$ cat src/rtl/estendedor_pulso_pkg.sv
// Shared definitions for the pulse stretcher: channel state encoding,
// counter width and the helper that turns a cycle count into a counter load.
package estendedor_pulso_pkg;

    localparam int LARGURA_CONT = 8;

    typedef logic [LARGURA_CONT-1:0] contador_t;

    typedef enum logic [1:0] {
        OCIOSO = 2'd0,
        ALTO   = 2'd1,
        ESPERA = 2'd2
    } estado_t;

    // A phase of N cycles counts N-1 down to 0; a zero-length phase loads 0
    // instead of wrapping to all-ones.
    function automatic contador_t carga(input int unsigned ciclos);
        if (ciclos == 0) begin
            return '0;
        end
        return contador_t'(ciclos - 1);
    endfunction

endpackage

$ cat src/rtl/estendedor_canal.sv
// One pulse-stretcher channel: OCIOSO/ALTO/ESPERA state machine plus an
// 8-bit down-counter. All outputs are decoded from registered state.
module estendedor_canal
    import estendedor_pulso_pkg::*;
#(
    parameter int LARGURA  = 4,
    parameter int N_ESPERA = 2
) (
    input  logic    clk,
    input  logic    rst,
    input  logic    entrada,
    input  logic    modo,
    output logic    saida,
    output logic    ocupado,
    output logic    fim,
    output estado_t estado
);

    localparam contador_t CARGA_ALTO   = carga(LARGURA);
    localparam contador_t CARGA_ESPERA = carga(N_ESPERA);

    estado_t   estado_q;
    estado_t   estado_d;
    contador_t cont_q;
    contador_t cont_d;
    logic      fim_q;
    logic      fim_d;

    always_ff @(posedge clk or posedge rst) begin
        if (rst) begin
            estado_q <= OCIOSO;
            cont_q   <= '0;
            fim_q    <= 1'b0;
        end else begin
            estado_q <= estado_d;
            cont_q   <= cont_d;
            fim_q    <= fim_d;
        end
    end

    always_comb begin
        estado_d = estado_q;
        cont_d   = cont_q;
        fim_d    = 1'b0;
        unique case (estado_q)
            OCIOSO: begin
                if (entrada) begin
                    estado_d = ALTO;
                    cont_d   = CARGA_ALTO;
                end
            end
            ALTO: begin
                // Retrigger wins over termination, even with the counter at 0.
                if (modo && entrada) begin
                    cont_d = CARGA_ALTO;
                end else if (cont_q != '0) begin
                    cont_d = cont_q - 1'b1;
                end else begin
                    fim_d = 1'b1;
                    if (N_ESPERA == 0) begin
                        estado_d = OCIOSO;
                        cont_d   = '0;
                    end else begin
                        estado_d = ESPERA;
                        cont_d   = CARGA_ESPERA;
                    end
                end
            end
            ESPERA: begin
                if (cont_q != '0) begin
                    cont_d = cont_q - 1'b1;
                end else begin
                    estado_d = OCIOSO;
                end
            end
            default: begin
                estado_d = OCIOSO;
                cont_d   = '0;
            end
        endcase
    end

    assign saida   = (estado_q == ALTO);
    assign ocupado = (estado_q != OCIOSO);
    assign fim     = fim_q;
    assign estado  = estado_q;

endmodule

$ cat src/rtl/estendedor_pulso.sv
// Multi-channel pulse stretcher: N_CANAIS independent channels sharing
// clock, reset and retrigger mode; per-channel state exposed on estado.
module estendedor_pulso
    import estendedor_pulso_pkg::estado_t;
#(
    parameter int N_CANAIS = 2,
    parameter int LARGURA  = 4,
    parameter int ESPERA   = 2
) (
    input  logic                clk,
    input  logic                rst,
    input  logic [N_CANAIS-1:0] entrada,
    input  logic                modo,
    output logic [N_CANAIS-1:0] saida,
    output logic [N_CANAIS-1:0] ocupado,
    output logic [N_CANAIS-1:0] fim,
    output estado_t [N_CANAIS-1:0] estado
);

    for (genvar i = 0; i < N_CANAIS; i++) begin : g_canal
        estendedor_canal #(
            .LARGURA  (LARGURA),
            .N_ESPERA (ESPERA)
        ) u_canal (
            .clk     (clk),
            .rst     (rst),
            .entrada (entrada[i]),
            .modo    (modo),
            .saida   (saida[i]),
            .ocupado (ocupado[i]),
            .fim     (fim[i]),
            .estado  (estado[i])
        );
    end

endmodule
$ cat config.mk
export PLATFORM = sky130hd
export DESIGN_NAME = estendedor_pulso
export DESIGN_NICKNAME = d
export VERILOG_FILES = /design/src/rtl/estendedor_pulso_pkg.sv /design/src/rtl/estendedor_canal.sv /design/src/rtl/estendedor_pulso.sv
export SDC_FILE = /design/constraint.sdc
export NUM_CORES = 1
export LEC_CHECK = 0
export BUFFER_PORTS_ARGS = -buffer_cell sky130_fd_sc_hd__buf_4
export CORE_MARGIN = 2
export CORE_UTILIZATION = 54
export CTS_BUF_LIST = sky130_fd_sc_hd__clkbuf_4
export CTS_CLUSTER_SIZE = 12
export DETAILED_ROUTE_END_ITERATION = 8
export GPL_ROUTABILITY_DRIVEN = 0
export GPL_TIMING_DRIVEN = 0
export PLACE_DENSITY_LB_ADDON = 0.05
export SYNTH_ARGS = -nofsm -noshare
export SYNTH_HDL_FRONTEND = slang
export SYNTH_SLANG_ARGS = --single-unit
export TNS_END_PERCENT = 10
$ cat constraint.sdc
create_clock -name clk -period 1.75 [get_ports clk]
set_clock_uncertainty 0.15 [all_clocks]
set_input_delay 0.2625 -clock clk [delete_from_list [all_inputs] [get_ports clk]]
set_output_delay 0.2625 -clock clk [all_outputs]
set_load 0.02 [all_outputs]
==> impl_metrics.env <==
export IMPL_hpwlAfterDp_um=2390
export IMPL_setup_viol=5
export IMPL_slew_limit_headroom_pct=43.3
export IMPL_wl_um=3610
export IMPL_cts_buffers=3
export IMPL_ys_ff_latch=22
export IMPL_rows=18
export IMPL_rr_startpoint="g_canal[0].u_canal.cont_q[5]"
export IMPL_worstPathRequired_ps=1850
export IMPL_tightest_slew_ps=850
export IMPL_synth_cell_type_count=41
export IMPL_nFillCells=178
export IMPL_crit_fanout=4
export IMPL_synth_seq_area_share_pct=38.4
export IMPL_die_h_um=55.5
export IMPL_num_io_pins=15
export IMPL_place_area_um2=1590
export IMPL_antenna_left=0
export IMPL_initial_core_util_pct=57.3
export IMPL_hold_viol_final=0
export IMPL_timing_reg2reg_setup_slack_ps=-120
export IMPL_root_buffer="clkbuf_4"
export IMPL_diodes=0
export IMPL_finalPower_mw=3.31
export IMPL_p_switching_mw=1.49
export IMPL_path_cells="or4_4, or4_1, a21oi_1"
export IMPL_syn_to_final_growth_pct=32.2
export IMPL_final_cell_mix="23 x buf_4, 19 x dfrtp_1, 14 x nand2_1, 14 x a21oi_1, 10 x nor2_1"
export IMPL_vias=1394
export IMPL_synth_edf_count=0
export IMPL_seq_power_share_pct=27.0
export IMPL_firstDrtPassIters=4
export IMPL_finalWorstPathRequiredPeriod_ps=1870
export IMPL_critPathLaunchType="flop"
export IMPL_rsz0062_at_grt="true"
export IMPL_peakVddDrop_mv=1.20
export IMPL_power_frac_comb_pct=65.8
export IMPL_first_iter_violations=73
export IMPL_endpoint_kind="flop"
export IMPL_ys_warn_count=0
export IMPL_die_w_um=55.5
export IMPL_synth_area_um2=1430
export IMPL_cp_slowest_cell="or4_4"
export IMPL_io_buffers=14
export IMPL_syn_area_per_cell_um2=8.43
export IMPL_grt_antenna_before_repair=0
export IMPL_drive_above_1_share_pct=36.9
export IMPL_grt_usage_pct=24.1
export IMPL_clk_latency_ps=310
export IMPL_min_path_type="input pin to flop"
export IMPL_period_share_pct=107
export IMPL_power_density_nw_per_um2=1750
export IMPL_switching_share_pct=44.9
export IMPL_syn_inst=170
export IMPL_status="complete, but fails checks"
export IMPL_clock_power_share_pct=7.3
export IMPL_nNetsFinal=207
export IMPL_intPower_mw=1.82
export IMPL_finalWorstSetupSlack_ps=-125
export IMPL_min_from="entrada[1]"
export IMPL_clk_transition_reported_paths_ps=130
export IMPL_grt_pass1_vias=1331
export IMPL_grt_pass1_wl_um=6090
export IMPL_worst_ep_arrival_time_ps=1970
export IMPL_crit_type="flop to flop"
export IMPL_pre_cts_ws_ps=-324
export IMPL_grt_max_degree=23
export IMPL_syn_num_nets=178
export IMPL_layout_commonest_cell="buf_4"
export IMPL_die_area_um2=3080
export IMPL_max_freq_ghz=0.533
export IMPL_wl_per_cell_um=15.8
export IMPL_startpoint="g_canal[0].u_canal.cont_q[5]"
export IMPL_yosys_most_used_dff="dfrtp_1"
export IMPL_cts_tree="yes"
export IMPL_final_cell_area_um2=1890
export IMPL_viasPerCell=6.11
export IMPL_gr_total_overflow=0
export IMPL_violations="negative setup slack"
export IMPL_async_flop_share_pct=100
export IMPL_drc=0
export IMPL_clock_sinks=22
export IMPL_core_um2=2500
export IMPL_max_cap_viol_count=0
export IMPL_slew_viol_final=0
export IMPL_crit_family="simple AND/OR/NAND/NOR gates"
export IMPL_crit_buf_inv=0
export IMPL_htree_levels=1
export IMPL_p_leak_nw=0.830
export IMPL_slowest_delay_ps=570
export IMPL_clock_path_buffers=2
==> cells in the mapped netlist, types with 3 or more instances <==
master	n	share of area, %
inv_1	8	2.1
nand2b_1	5	2.2
nor2_1	13	3.4
o21ai_0	7	2.4
nand3_1	6	2.1
buf_4	6	3.1
nor3_1	10	3.5
ha_1	3	2.6
or2_2	3	1.3
dfrtp_1	22	38
o31ai_1	5	2.6
o21bai_1	3	1.6
or3_1	5	2.2
a21oi_1	16	5.6
nand2_1	14	3.7
a31oi_1	6	2.6
clkbuf_1	6	1.6
==> repair_timing <==
item	in CTS	in global routing
pin swaps	9	7
setup buffers	13	0
hold buffers	1	0
endpoints found under the setup margin	25	24
endpoints found under the hold margin	12	0
gates resized for setup	33	22
==> cell type report <==
cell class | count | area (um2) | area share, %
timing repair buffer | 28 | 243 | 12.8
inverter | 8 | 30.0 | 1.59
clock buffer | 3 | 22.5 | 1.19
sequential | 22 | 554 | 29.3
multi-input combinational | 128 | 930 | 49.1
buffer | 8 | 73.8 | 3.90
tap | 30 | 37.5 | 1.98
clock inverter | 1 | 3.75 | 0.198
==> worst min-delay path, stage by stage <==
cell and delay, ps:
buf_4 130, nand2_1 90, a21oi_1 70
==> sequential cells by signal, summed over array words and instances (netlist names) <==
register	count
g_canal.u_canal.cont_q	16
g_canal.u_canal.estado	4
g_canal.u_canal.fim	2
==> cells by family (layout without fill, tap and decap cells) <==
logic type	count (synthesis)	count (layout)	synth area share, %
flops	22	22	38.4
compound gates	55	55	25.3
fa+ha+maj	3	3	2.62
buf+inv	20	48	6.81
simple gates	68	68	25.4
mux	2	2	1.40
==> routing by layer <==
layer / global-route usage (%) / vias to the layer above / share of wire, %
li1: - / 684 / -
met1: 30.7 / 677 / 43
met2: 42.0 / 27 / 54
met3: 2.81 / 6 / 2.4
met4: 8.01 / 0 / 1.1
met5: 0 / - / 0
==> worst paths after layout <==
path	to	cells after the start
max	g_canal[0].u_canal.cont_q[7]	3
min	g_canal[1].u_canal.estado[0]	3
max reg2reg	g_canal[0].u_canal.cont_q[7]	3
min reg2reg	g_canal[0].u_canal.cont_q[1]	1
max in group asynchronous	g_canal[0].u_canal.estado[0]	3
min in group asynchronous	g_canal[1].u_canal.fim	3
==> per-stage QoR <==
stage          std cells  hold slack, ps  TNS (ps)  util, %
2_1_floorplan        170             102      -328        -
3_5_place_dp         214             342     -4750     63.5
3_3_place_gp         214             340     -4490     63.5
5_1_grt              228             105     -1180     75.8
6_report             228             105      -485     75.8
4_1_cts              228            93.8      -273     72.9
==> power by group through the flow <==
stage	clock (mW)	sequential, mW	combinational, mW
6_report	0.241	0.893	2.18
5_1_grt	0.265	0.922	2.37
4_1_cts	0.247	0.873	1.99
3_5_place_dp	0	0.861	1.60
3_3_place_gp	0	0.848	1.56
2_1_floorplan	0	0.856	1.20
(Power assumes the default switching activity.)
